$ cat src/rtl/at86rf215_rx_capture_ctrl.sv
// -----------------------------------------------------------------------------
// at86rf215_rx_capture_ctrl
//
// Capture sequencer that sits between the AT86RF215 I/Q RX deserializer's
// AXI-Stream output and a downstream DMA/stream sink.
//
// A software start arms the block. It then waits for the deserializer to
// report in_sync and gates a programmed number of fixed-length packets
// downstream, framing each packet with tlast. A partial packet that is cut
// short by sync loss or abort is completed with zero words, so the sink
// always sees whole packets. While the block is not capturing, the upstream
// stream is drained and discarded so the deserializer FIFO never stalls.
//
// Ports
//   aclk, aresetn          clock, asynchronous active-low reset
//   start                  one-cycle capture request (honoured only when idle)
//   abort                  terminates the current capture
//   packet_len             words per packet, latched at start (0 = start ignored)
//   num_packets            packets per capture, latched at start (0 = unbounded)
//   timeout_cycles         sync wait limit, latched at start (0 = no limit)
//   in_sync                deserializer sync indication
//   rx_overflow            deserializer FIFO overflow strobe
//   s_axis_*               upstream stream (tvalid/tdata in, tready out)
//   m_axis_*               downstream stream (tvalid/tdata/tlast out, tready in)
//   busy                   high whenever the sequencer is not idle
//   done                   one-cycle pulse when a capture ends
//   status                 sticky {aborted, sync_lost, timeout}
//   overflow_count         saturating count of rx_overflow cycles while busy
//   packet_count           packets completed (tlast beats) in this capture
//
// Handshake: a transfer (beat) happens on a cycle where tvalid and tready
// are both high at the rising clock edge. m_axis_tvalid never depends on
// m_axis_tready. Once m_axis_tvalid is high with m_axis_tready low, data and
// tlast hold until the beat; only abort or sync loss may withdraw tvalid.
// -----------------------------------------------------------------------------
module at86rf215_rx_capture_ctrl #(
  parameter int DATA_WIDTH = 32,
  parameter int LEN_WIDTH  = 16,
  parameter int TMO_WIDTH  = 24
) (
  input  logic                  aclk,
  input  logic                  aresetn,
  input  logic                  start,
  input  logic                  abort,
  input  logic [LEN_WIDTH-1:0]  packet_len,
  input  logic [LEN_WIDTH-1:0]  num_packets,
  input  logic [TMO_WIDTH-1:0]  timeout_cycles,
  input  logic                  in_sync,
  input  logic                  rx_overflow,
  input  logic                  s_axis_tvalid,
  input  logic [DATA_WIDTH-1:0] s_axis_tdata,
  output logic                  s_axis_tready,
  output logic                  m_axis_tvalid,
  output logic [DATA_WIDTH-1:0] m_axis_tdata,
  output logic                  m_axis_tlast,
  input  logic                  m_axis_tready,
  output logic                  busy,
  output logic                  done,
  output logic [2:0]            status,
  output logic [15:0]           overflow_count,
  output logic [LEN_WIDTH-1:0]  packet_count
);

  typedef enum logic [2:0] {
    ST_IDLE      = 3'd0,
    ST_WAIT_SYNC = 3'd1,
    ST_CAPTURE   = 3'd2,
    ST_PAD       = 3'd3,
    ST_FINISH    = 3'd4
  } state_t;

  localparam logic [LEN_WIDTH-1:0] LEN_ONE = LEN_WIDTH'(1);
  localparam logic [TMO_WIDTH-1:0] TMO_ONE = TMO_WIDTH'(1);
  localparam logic [15:0]          OVF_MAX = 16'hFFFF;

  // status bit positions
  localparam int ST_BIT_TIMEOUT = 0;
  localparam int ST_BIT_SYNCLOST = 1;
  localparam int ST_BIT_ABORTED = 2;

  state_t                 state_q, state_d;
  logic [LEN_WIDTH-1:0]   len_q, len_d;
  logic [LEN_WIDTH-1:0]   num_q, num_d;
  logic [TMO_WIDTH-1:0]   tmo_q, tmo_d;
  logic [TMO_WIDTH-1:0]   tmo_cnt_q, tmo_cnt_d;
  logic [LEN_WIDTH-1:0]   word_cnt_q, word_cnt_d;
  logic [LEN_WIDTH-1:0]   pkt_cnt_q, pkt_cnt_d;
  logic [2:0]             status_q, status_d;
  logic [15:0]            ovf_cnt_q, ovf_cnt_d;

  // Word position / terminal-count decodes shared by CAPTURE and PAD.
  logic last_word;
  logic last_packet;
  logic tmo_hit;

  assign last_word   = (word_cnt_q == (len_q - LEN_ONE));
  // num_q == 0 means an unbounded capture, so it never hits the last packet.
  assign last_packet = (num_q != '0) && (pkt_cnt_q == (num_q - LEN_ONE));
  assign tmo_hit     = (tmo_q != '0) && (tmo_cnt_q == (tmo_q - TMO_ONE));

  // ---------------------------------------------------------------------------
  // Next-state, datapath steering and counter updates
  // ---------------------------------------------------------------------------
  always_comb begin
    state_d    = state_q;
    len_d      = len_q;
    num_d      = num_q;
    tmo_d      = tmo_q;
    tmo_cnt_d  = tmo_cnt_q;
    word_cnt_d = word_cnt_q;
    pkt_cnt_d  = pkt_cnt_q;
    status_d   = status_q;
    ovf_cnt_d  = ovf_cnt_q;

    // Idle-style stream: upstream drained, nothing offered downstream.
    s_axis_tready = 1'b1;
    m_axis_tvalid = 1'b0;
    m_axis_tdata  = '0;
    m_axis_tlast  = 1'b0;

    unique case (state_q)
      ST_IDLE: begin
        if (start && (packet_len != '0)) begin
          len_d      = packet_len;
          num_d      = num_packets;
          tmo_d      = timeout_cycles;
          tmo_cnt_d  = '0;
          word_cnt_d = '0;
          pkt_cnt_d  = '0;
          status_d   = '0;
          ovf_cnt_d  = '0;
          state_d    = ST_WAIT_SYNC;
        end
      end

      ST_WAIT_SYNC: begin
        tmo_cnt_d = tmo_cnt_q + TMO_ONE;
        if (abort) begin
          status_d[ST_BIT_ABORTED] = 1'b1;
          state_d                  = ST_FINISH;
        end else if (in_sync) begin
          word_cnt_d = '0;
          state_d    = ST_CAPTURE;
        end else if (tmo_hit) begin
          status_d[ST_BIT_TIMEOUT] = 1'b1;
          state_d                  = ST_FINISH;
        end
      end

      ST_CAPTURE: begin
        if (in_sync && !abort) begin
          // Zero-latency pass-through; tlast is purely a function of the
          // registered word position, so it is stable under backpressure.
          m_axis_tvalid = s_axis_tvalid;
          m_axis_tdata  = s_axis_tdata;
          m_axis_tlast  = last_word;
          s_axis_tready = m_axis_tready;
          if (s_axis_tvalid && m_axis_tready) begin
            if (last_word) begin
              word_cnt_d = '0;
              pkt_cnt_d  = pkt_cnt_q + LEN_ONE;
              if (last_packet) begin
                state_d = ST_FINISH;
              end
            end else begin
              word_cnt_d = word_cnt_q + LEN_ONE;
            end
          end
        end else begin
          // Sync loss and abort are both recorded when they coincide. A
          // packet already under way is closed out with zero words.
          if (!in_sync) begin
            status_d[ST_BIT_SYNCLOST] = 1'b1;
          end
          if (abort) begin
            status_d[ST_BIT_ABORTED] = 1'b1;
          end
          state_d = (word_cnt_q != '0) ? ST_PAD : ST_FINISH;
        end
      end

      ST_PAD: begin
        // abort and in_sync are deliberately ignored until the packet closes.
        m_axis_tvalid = 1'b1;
        m_axis_tlast  = last_word;
        if (m_axis_tready) begin
          if (last_word) begin
            word_cnt_d = '0;
            pkt_cnt_d  = pkt_cnt_q + LEN_ONE;
            state_d    = ST_FINISH;
          end else begin
            word_cnt_d = word_cnt_q + LEN_ONE;
          end
        end
      end

      ST_FINISH: begin
        state_d = ST_IDLE;
      end

      default: begin
        state_d = ST_IDLE;
      end
    endcase

    // Overflow strobes are counted in every non-idle state. The clear on an
    // accepted start only happens in IDLE, so the two never collide.
    if ((state_q != ST_IDLE) && rx_overflow && (ovf_cnt_q != OVF_MAX)) begin
      ovf_cnt_d = ovf_cnt_q + 16'd1;
    end
  end

  // ---------------------------------------------------------------------------
  // State and counter registers
  // ---------------------------------------------------------------------------
  always_ff @(posedge aclk or negedge aresetn) begin
    if (!aresetn) begin
      state_q    <= ST_IDLE;
      len_q      <= '0;
      num_q      <= '0;
      tmo_q      <= '0;
      tmo_cnt_q  <= '0;
      word_cnt_q <= '0;
      pkt_cnt_q  <= '0;
      status_q   <= '0;
      ovf_cnt_q  <= '0;
    end else begin
      state_q    <= state_d;
      len_q      <= len_d;
      num_q      <= num_d;
      tmo_q      <= tmo_d;
      tmo_cnt_q  <= tmo_cnt_d;
      word_cnt_q <= word_cnt_d;
      pkt_cnt_q  <= pkt_cnt_d;
      status_q   <= status_d;
      ovf_cnt_q  <= ovf_cnt_d;
    end
  end

  assign busy           = (state_q != ST_IDLE);
  assign done           = (state_q == ST_FINISH);
  assign status         = status_q;
  assign overflow_count = ovf_cnt_q;
  assign packet_count   = pkt_cnt_q;

endmodule

$ cat config.mk
export PLATFORM = sky130hd
export DESIGN_NAME = at86rf215_rx_capture_ctrl
export DESIGN_NICKNAME = d
export VERILOG_FILES = /design/src/rtl/at86rf215_rx_capture_ctrl.sv
export SDC_FILE = /design/constraint.sdc
export NUM_CORES = 1
export LEC_CHECK = 0
export ABC_AREA = 1
export BUFFER_PORTS_ARGS = -buffer_cell sky130_fd_sc_hd__buf_2
export CAP_MARGIN = 20
export CORE_ASPECT_RATIO = 1.4
export CORE_UTILIZATION = 30
export CTS_CLUSTER_DIAMETER = 200
export DETAILED_ROUTE_END_ITERATION = 6
export PLACE_DENSITY = 0.5
export SLEW_MARGIN = 20
export SYNTH_ARGS = -nofsm -noshare
export SYNTH_HDL_FRONTEND = slang
export SYNTH_SLANG_ARGS = --single-unit
$ cat constraint.sdc
create_clock -name aclk -period 2 [get_ports aclk]
set_input_delay 0 -clock aclk [delete_from_list [all_inputs] [get_ports aclk]]
set_output_delay 0 -clock aclk [all_outputs]
set_load 0.05 [all_outputs]
==> impl_metrics.yaml, run 1 <==
status:
  outcome: "complete, but fails checks"
  violations: "setup timing"
routing:
  drt-initial-drc-count: 366
  vias_per_cell: 4.644
  finalWirelength_microns: 30260
  wire_per_inst_microns: 14.39
  post-route-drc-count: 0
  dr_total_vias: 9767
  ant_nets: 0
  dr.pass1.iters: 5
worst_setup_path:
  cp_top_family: "simple AND/OR/NAND/NOR gates"
  critical_path_arrival_ps: 2340
  cp-end-kind: "output pin"
  r2r-start: "len_q[0]"
  rr_endpoint: "packet_count[3]"
  path_cells: "inv_2, ha_4, nand3_4, nor2_4, buf_4, nand2_1, nand2_1, nand4_1, nor2_2, nand3_4, buf_4, nor3_4, buf_6"
  crit_type: "flip-flop to output pin"
  reg2reg_setup_slack_ps: -310
  worstSetupStartpoint: "len_q[0]"
  path_max_fanout: 4
  cp.required_ps: 2000
  reg2reg_depth: 16
  slowest_stage: "dfrtp_1"
  slowest_delay_ps: 390
  crit_buf_inv: 4
  worst_setup_path_start_kind: "flip-flop"
synthesis:
  synth_edf_count: 0
  syn_area_per_cell_sq_um: 6.901
  synthAdderAreaFrac_pct: 1.105
  synth_area_sq_um: 9061
  syn_inst: 1313
  yosysSeqAreaShare_pct: 37.01
  synth-main-ff-cell: "dfrtp_1"
  synth_top_family_by_area: "simple AND/OR/NAND/NOR gates"
  synth-compound-area-share_pct: 7.153
  yosysWarnings: 0
  synthMuxAreaShare_pct: 2.817
  synth-async-reset-ratio_pct: 100.0
  synth-simple-area-share_pct: 37.77
  synth_seq_cells: 134
  synth_xor_area_share_pct: 6.476
  syn_nets: 1417
  yosysUniqueCellTypes: 47
clock_tree:
  cts_buffers: 17
  cts_max_level: 4
  cts_sinks: 134
  clk_pin_slew_ps: 60
  clkLatencyLatePin_ps: 430
  clock-root-buffer: "clkbuf_16"
  clockBufferDepth: 2
  cts_tree: "built"
final_layout:
  fin_nets: 1815
  fill_cells: 3038
  syn_to_final_growth_pct: 52.50
  fin_util_pct: 46.93
  regArea_sq_um: 3363
  final_cell_area_sq_um: 13820
  multi_input_area_sq_um: 5682
  n_antenna_cell: 0
  drive_gt1_share_pct: 33.89
placed_design:
  numPortBuffers: 167
  hpwlAfterDp_microns: 22930
  placed_area_sq_um: 11630
  gp_congestion: 0.8489
global_routing:
  antenna_found_initial: 0
  grt_max_degree: 51
  grt_pass1_wl_microns: 48200
  grt_overflow: 0
  track_usage_pct: 19.78
  grt_pass1_vias: 9611
sta:
  slew_violations: 0
  worstMarginPinSlew_ps: 527.6
  setup_viol: 40
  hold_ws_ps: 110.5
  period_minus_slack_ps: 2342
  fmax_mhz: 427.0
  hold_viol: 0
  layout_setup_ws_ps: -341.7
  slew_headroom_pct: 64.83
  worst_clock_skew_ps: 7.458
  finalSetupTns_ps: -7297
  post-route-period-util_pct: 117.1
  rsz0062_at_grt: "yes"
min_path:
  hp-class: "input port to async pin"
floorplanning:
  initial_core_util_pct: 30.78
  die-area_sq_um: 30910
  die_h_microns: 207.6
  rows: 74
  ios: 168
  core-area_sq_um: 29440
  die_w_microns: 148.9
pwr:
  powerDensity_nw_per_um2: 1139
  power_w: 0.01574
  power.static_leakage_nw: 6.628
  ir_drop_v: 0.0008475
run:
  maxCapViolCount: 0
cell usage after synthesis (2+ instances only):
| library cell | number | area share (%) |
|---|---|---|
| nand2_1 | 354 | 15 |
| nor2_1 | 220 | 9.1 |
| inv_1 | 137 | 5.7 |
| dfrtp_1 | 134 | 37 |
| nand3_1 | 103 | 5.7 |
| xor2_1 | 46 | 4.4 |
| a21oi_1 | 44 | 2.4 |
| o21ai_0 | 38 | 2.1 |
| nor3_1 | 27 | 1.5 |
| nand4_1 | 24 | 1.7 |
| xnor2_1 | 21 | 2.0 |
| clkbuf_1 | 20 | 0.83 |
| mux2_2 | 20 | 2.5 |
| nor2_2 | 17 | 1.2 |
| inv_2 | 12 | 0.50 |
| nand3b_1 | 12 | 0.99 |
| nor4_1 | 9 | 0.62 |
| o22ai_1 | 9 | 0.62 |
| ha_1 | 8 | 1.1 |
| o21ai_1 | 8 | 0.44 |
| buf_2 | 4 | 0.22 |
| nor2_4 | 4 | 0.50 |
| buf_1 | 3 | 0.12 |
| mux2i_1 | 3 | 0.33 |
| nand3_2 | 3 | 0.33 |
| o31ai_1 | 3 | 0.25 |
| or2_2 | 3 | 0.21 |
| a211oi_1 | 2 | 0.17 |
| a22oi_1 | 2 | 0.17 |
| buf_4 | 2 | 0.17 |
| nand2_2 | 2 | 0.14 |
| nand2_4 | 2 | 0.25 |
| nor3b_1 | 2 | 0.17 |
| o21a_1 | 2 | 0.17 |
stage by stage:
step	worst slack [ps]	std cells
2_1_floorplan	-102.5	1313
3_3_place_gp	-244.1	1990
3_5_place_dp	-270.3	1990
4_1_cts	-371.4	2093
5_1_grt	-529.9	2103
6_report	-341.7	2103
power breakdown:
group	switching [W]	internal [W]	total (W)	leakage (nW)
clock network	0.00124	0.00201	0.00325	0.290
registers	0.000779	0.00342	0.00420	1.71
logic	0.00467	0.00361	0.00828	4.63
repair_timing:
action | 4_1_cts | 5_1_grt
endpoints found under the setup margin | 67 | 96
hold endpoints to repair | 155 | 0
gates resized for setup | 96 | 162
hold buffers | 60 | 0
setup buffers | 10 | 10
pin swaps | 23 | 44
gates cloned | 2 | 0
routing by layer:
| layer | global-route usage [%] | part of all wire [%] | wire, microns |
|---|---|---|---|
| met5 | 0 | 0 | 0 |
| met4 | 8.128 | 3.0 | 906 |
| met3 | 2.549 | 2.2 | 653 |
| met2 | 36.57 | 55 | 16560 |
| met1 | 22.41 | 40 | 12140 |
layout by cell type (no fill, tap or decap), types with 4 or more instances in the layout:
cell type,count
nand2_1,325
buf_4,168
nor2_1,159
buf_2,132
inv_1,130
dfrtp_1,126
nand3_1,90
dlygate4sd3_1,60
nor2_2,50
xor2_1,45
a21oi_1,42
buf_6,39
nor2_4,32
o21ai_0,29
nand2_2,26
nand4_1,24
nor3_1,24
xnor2_1,20
mux2_2,20
inv_2,18
clkbuf_16,17
o21ai_1,14
nand3b_1,12
nand3_2,11
buf_12,9
nor4_1,8
dfrtp_2,8
o22ai_1,7
nand2_4,6
nand3_4,6
ha_1,4
clkinv_2,4
registers in the layout, indices dropped and copies added, names as in the netlist:
| signal | flops |
|---|---|
| len_q | 16 |
| num_q | 16 |
| overflow_count | 16 |
| packet_count | 16 |
| state_q | 3 |
| status | 3 |
| tmo_cnt_q | 24 |
| tmo_q | 24 |
| word_cnt_q | 16 |
logic make-up (layout without fill, tap and decap cells):
kind of cell               count (synthesis)  in the layout
and+or+nand+nor                          787            788
buffers and inverters                    180            589
DFF                                      134            134
AOI/OAI and AO/OA                        114            114
xor gates and xnor gates                  67             67
muxes                                     23             23
adders and majority gates                  8              8
how the worst max path moves through the flow:
stage / depth (start not counted) / slack [ps] / end
floorplan: 16 / -100 / packet_count[12]
global placement: 14 / -240 / state_q[1]
detailed placement: 14 / -270 / state_q[0]
CTS: 13 / -370 / m_axis_tlast
global route: 14 / -530 / m_axis_tlast
finish: 13 / -340 / m_axis_tlast
worst register-to-register path: stages (launching register included):
cell and delay [ps]:
dfrtp_1 390, inv_2 100, ha_4 190, nand3_4 100, nor2_4 110, buf_4 120, nand2_1 50, nand2_1 50
nand4_1 110, nor2_2 160, nand3_4 90, buf_4 170, o21ai_4 160, buf_12 160, buf_6 140, nand3_1 80
nand2_1 70
cell type report:
type	instances	area share, %
flip-flops and latches	134	24.34
multi-input cells	1000	41.12
repair buffers	408	22.74
clock inverters	9	0.9145
clock buffers	22	3.359
well taps	380	3.441
inverters	150	4.093
(Power assumes the default switching activity.)
==> inputs of run 2 (changes only) <==
==> constraint.sdc (replaced) <==
create_clock -name aclk -period 2 [get_ports aclk]
set_input_delay 0.2 -clock aclk [delete_from_list [all_inputs] [get_ports aclk]]
set_output_delay 0.2 -clock aclk [all_outputs]
set_load 0.05 [all_outputs]
==> impl_metrics.yaml, run 2 (same netlist as run 1, synthesis figures left out) <==
status:
  outcome: "complete, but fails checks"
  violations: "setup timing"
sta:
  slew_violations: 0
  rsz0062_at_grt: "yes"
  layout_setup_ws_ps: -429.8
  period_minus_slack_ps: 2430
  post-route-period-util_pct: 121.5
  hold_viol: 0
  worst_clock_skew_ps: 5.583
  slew_headroom_pct: 63.15
  fmax_mhz: 411.6
  setup_viol: 63
  worstMarginPinSlew_ps: 552.7
placed_design:
  numPortBuffers: 167
  hpwlAfterDp_microns: 22700
  place_inst: 2018
  placed_area_sq_um: 11840
  gp_congestion: 0.8789
  pre_cts_ws_ps: -317.7
clock_tree:
  cts_tree: "built"
  clockBufferDepth: 2
  clkLatencyLatePin_ps: 430
  cts_sinks: 134
  clk_pin_slew_ps: 60
  cts_buffers: 17
  cts_max_level: 4
  clock-root-buffer: "clkbuf_16"
pwr:
  p_switching_w: 0.006737
  pwr-share-clk_pct: 18.2
  seqPwrFrac_pct: 26.2
  ir_drop_v: 0.0007949
  powerDensity_nw_per_um2: 1118
  combPwrFrac_pct: 55.6
  switching_share_pct: 42.37
  power.static_leakage_nw: 6.894
  p_int_w: 0.009164
worst_setup_path:
  cp.required_ps: 1800
  worst_setup_path_start_kind: "flip-flop"
  critical_path_arrival_ps: 2230
  path_max_fanout: 4
  crit_type: "flip-flop to output pin"
  cp-end-kind: "output pin"
routing:
  dr.pass1.iters: 4
  finalWirelength_microns: 30820
  ant_nets: 0
  post-route-drc-count: 0
  wire_per_inst_microns: 14.47
  vias_per_cell: 4.696
  dr_total_vias: 10000
  drt-initial-drc-count: 391
final_layout:
  final_cell_area_sq_um: 14220
  syn_to_final_growth_pct: 56.99
  final_common_cell: "nand2_1"
  fin_nets: 1845
  final_cell_mix: "nand2_1, buf_4, nor2_1, inv_1, buf_2"
  n_antenna_cell: 0
  reg.largest.list: "tmo_cnt_q x24, tmo_q x24"
  layoutNonFillerInstCount: 2130
  drive_gt1_share_pct: 36.51
  fill_cells: 2948
floorplanning:
  die_w_microns: 148.9
  ios: 168
  core-area_sq_um: 29440
  rows: 74
  initial_core_util_pct: 30.78
  die-area_sq_um: 30910
  die_h_microns: 207.6
min_path:
  hp-class: "input port to flip-flop"
global_routing:
  antenna_found_initial: 1
  grt_max_degree: 57
  grt_overflow: 0
  grt_pass1_wl_microns: 48910
  grt_pass1_vias: 10050
  track_usage_pct: 19.99
run:
  maxCapViolCount: 0
## run 2: changes by cell type in the layout (fill, tap and decap cells not counted), moves of 5 or more
cell,previous run,this run
dlygate4sd3_1,60,31
buf_4,168,206
o21ai_1,14,19
nor2_2,50,36
buf_6,39,48
nor2_4,32,47
buf_8,0,8
## run 2: timing repair
item	in CTS	in global routing
hold buffers	31	0
buffers inserted	27	26
endpoints found under the setup margin	73	95
endpoints found under the hold margin	82	0
gates resized for setup	190	109
pin swaps	31	54
gates cloned	4	3
## run 2: power groups by stage
stage / registers, W / logic [W] / clock network, W
3_5_place_dp: 0.00416 / 0.00723 / 0
3_3_place_gp: 0.00415 / 0.00718 / 0
5_1_grt: 0.00427 / 0.00970 / 0.00307
6_report: 0.00417 / 0.00884 / 0.00289
4_1_cts: 0.00415 / 0.00820 / 0.00299
2_1_floorplan: 0.00428 / 0.00411 / 0
## run 2: path summary, 6_finish.rpt
check	startpoint	end	slack, ps	depth (start not counted)
setup / recovery	len_q[1]	m_axis_tlast	-430	13
min in group asynchronous	aresetn	len_q[2]	320	2
hold / removal	timeout_cycles[20]	tmo_q[20]	20	3
max in group asynchronous	aresetn	packet_count[3]	980	3
setup reg to reg	len_q[1]	packet_count[12]	-370	18
hold reg to reg	status[0]	status[0]	500	2
## run 2: layer usage
layer / global-route usage, % / routed length (microns) / vias to the layer above
met5: 0 / 12 / -
li1: - / - / 5050
met4: 7.882 / 775 / 2
met3: 3.099 / 751 / 50
met2: 36.71 / 16760 / 142
met1: 22.67 / 12520 / 4758
## run 2: layout make-up
cell class                      instances  area [sq um]  area share (%)
Sequential cell                       134          3359           23.62
Clock buffer                           24         501.7           3.527
Timing Repair Buffer                  438          3506           24.65
Tap cell                              380         475.5           3.342
Inverter                              150         575.6           4.046
Multi-Input combinational cell       1000          5784           40.66
Clock inverter                          4         22.52          0.1583
## run 2: worst max-delay path, cell delays in order, from the launching register on
cell     delay (ps)
dfrtp_1         410
inv_2            90
ha_4            160
nand3_4          90
nor2_4          110
nand2_1          50
o21ai_1          80
nand2_1          70
nor2_1           80
nand2_1          60
nor2_2          140
nand3_4         100
nor3_4          160
buf_6           180
## run 2: stage by stage
stage                     hold slack [ps]  setup TNS (ps)  util [%]  total power, W
after floorplan                    -95.59           -2254         -        0.008393
final                               21.58          -14770     48.31         0.01590
after CTS                          0.6491           -9324     46.06         0.01534
after detailed placement            222.5           -7297     40.21         0.01139
after global placement              217.2           -6348     40.21         0.01133
after global routing                26.33          -22670     48.31         0.01705
==> inputs of run 3 (changes only) <==
- CORE_MARGIN: not set -> 2
==> impl_metrics.yaml, run 3 (same netlist as run 1, synthesis figures left out) <==
status:
  outcome: "complete, but fails checks"
  violations: "setup timing"
min_path:
  min_to: "tmo_q[23]"
  worstHoldStart: "timeout_cycles[23]"
  hp-class: "input port to flip-flop"
  hold_depth: 3
clock_tree:
  cts_buffers: 17
  clockBufferDepth: 2
  clkLatencyLatePin_ps: 430
  cts_tree: "built"
  clock-root-buffer: "clkbuf_16"
  cts_sinks: 134
  clk_pin_slew_ps: 60
  cts_max_level: 4
pwr:
  powerDensity_nw_per_um2: 1139
  power.static_leakage_nw: 6.657
  ir_drop_v: 0.0007704
  power_w: 0.01582
global_routing:
  grt_pass1_wl_microns: 48160
  grt_overflow: 0
  track_usage_pct: 19.13
  grt_max_degree: 46
  antenna_found_initial: 1
  grt_pass1_vias: 9986
sta:
  worst_clock_skew_ps: 9.463
  fmax_mhz: 409.1
  worstMarginPinSlew_ps: 453.4
  period_minus_slack_ps: 2444
  layout_setup_ws_ps: -444.1
  hold_ws_ps: 17.36
  rsz0062_at_grt: "yes"
  finalSetupTns_ps: -8354
  slew_headroom_pct: 69.77
  hold_viol: 0
  slew_violations: 0
  setup_viol: 54
  post-route-period-util_pct: 122.2
floorplanning:
  die_w_microns: 150.9
  rows: 75
  die_h_microns: 209.6
  core-area_sq_um: 29840
  initial_core_util_pct: 30.36
  die-area_sq_um: 31630
  ios: 168
final_layout:
  syn_to_final_growth_pct: 53.30
  final_cell_area_sq_um: 13890
  fill_cells: 3035
  fin_nets: 1800
  final_common_cell: "nand2_1"
  fin_util_pct: 46.55
  reg.largest.list: "tmo_cnt_q x24, tmo_q x24"
  final_cell_mix: "nand2_1, buf_4, nor2_1, buf_2"
  drive_gt1_share_pct: 36.42
placed_design:
  placed_area_sq_um: 11740
  hpwlAfterDp_microns: 22460
  numPortBuffers: 167
  gp_congestion: 0.9078
routing:
  dr_total_vias: 9799
  finalWirelength_microns: 29750
  drt-initial-drc-count: 421
  ant_nets: 0
  vias_per_cell: 4.680
  post-route-drc-count: 0
  wire_per_inst_microns: 14.21
  dr.pass1.iters: 5
worst_setup_path:
  critical_path_arrival_ps: 2240
  rr_endpoint: "packet_count[14]"
  worst_setup_path_start_kind: "flip-flop"
  slowest_delay_ps: 400
  reg2reg_depth: 15
  crit_type: "flip-flop to output pin"
  cp.required_ps: 1800
  reg2reg_setup_slack_ps: -310
  path_cells: "inv_2, ha_4, or2_2, nand3_1, nor2_1, nand3_1, nor2_1, nand2_1, nor2_2, nand3_4, nor3_4, buf_6"
  path_max_fanout: 2
  slowest_stage: "dfrtp_1"
  cp-end-kind: "output pin"
  r2r-start: "len_q[1]"
run:
  maxCapViolCount: 0
[run 3: changes by cell type in the layout (fill, tap and decap cells not counted), moves of 5 or more]
cell | previous run | this run
nor2_1 | 158 | 151
buf_4 | 206 | 182
dlygate4sd3_1 | 31 | 17
nor2_2 | 36 | 31
nor2_4 | 47 | 59
[run 3: report_power, final]
| part | leakage, nW | internal [W] | switching (W) |
|---|---|---|---|
| logic | 4.66 | 0.00363 | 0.00463 |
| registers | 1.70 | 0.00343 | 0.000798 |
| clock network | 0.293 | 0.00210 | 0.00123 |
| total | 6.66 | 0.00916 | 0.00666 |
[run 3: worst max path at each step]
| stage | start | endpoint | slack [ps] | depth (start not counted) |
|---|---|---|---|---|
| after global placement | tmo_q[13] | state_q[1] | -250 | 14 |
| after detailed placement | num_q[0] | state_q[1] | -270 | 14 |
| after global routing | len_q[1] | m_axis_tlast | -590 | 12 |
| final | len_q[1] | m_axis_tlast | -440 | 12 |
| after CTS | len_q[1] | m_axis_tlast | -480 | 12 |
| after floorplan | len_q[0] | packet_count[12] | -110 | 16 |
[run 3: metrics by stage]
step	std cells	setup WS (ps)
after global placement	2005	-253.9
after floorplan	1313	-114.9
final	2094	-444.1
after global routing	2093	-594.5
after detailed placement	2005	-265.2
after CTS	2082	-476.7
[run 3: layout make-up]
cell class	count	area (sq um)	area share [%]
tap	385	481.7	3.468
clock inverter	10	155.1	1.117
timing repair buffer	393	3050	21.96
multi-input combinational	1000	5809	41.82
inverter	150	578.1	4.161
antenna	1	2.502	0.01801
clock buffer	21	450.4	3.243
sequential	134	3363	24.21
[run 3: worst max-delay path, delay by kind of cell, from the launching register on]
| family | cells | cell delay (ps) |
|---|---|---|
| simple gates | 9 | 900 |
| flops | 1 | 400 |
| fa+ha+maj | 1 | 260 |
| buf+inv | 2 | 250 |
[run 3: per-layer routing]
metal	global-route usage (%)	wire [microns]	up-vias
li1	-	-	4973
met1	21.80	12040	4641
met2	35.09	15920	142
met3	3.196	865	43
met4	7.477	932	0
met5	0	0	-
[run 3: what timing repair did]
| item | 4_1_cts | 5_1_grt |
|---|---|---|
| pin swaps | 32 | 50 |
| setup endpoints to repair | 75 | 117 |
| endpoints found under the hold margin | 58 | 0 |
| hold buffers | 17 | 0 |
| buffers inserted | 26 | 13 |
| cloned | 3 | 1 |
| gates resized for setup | 192 | 110 |
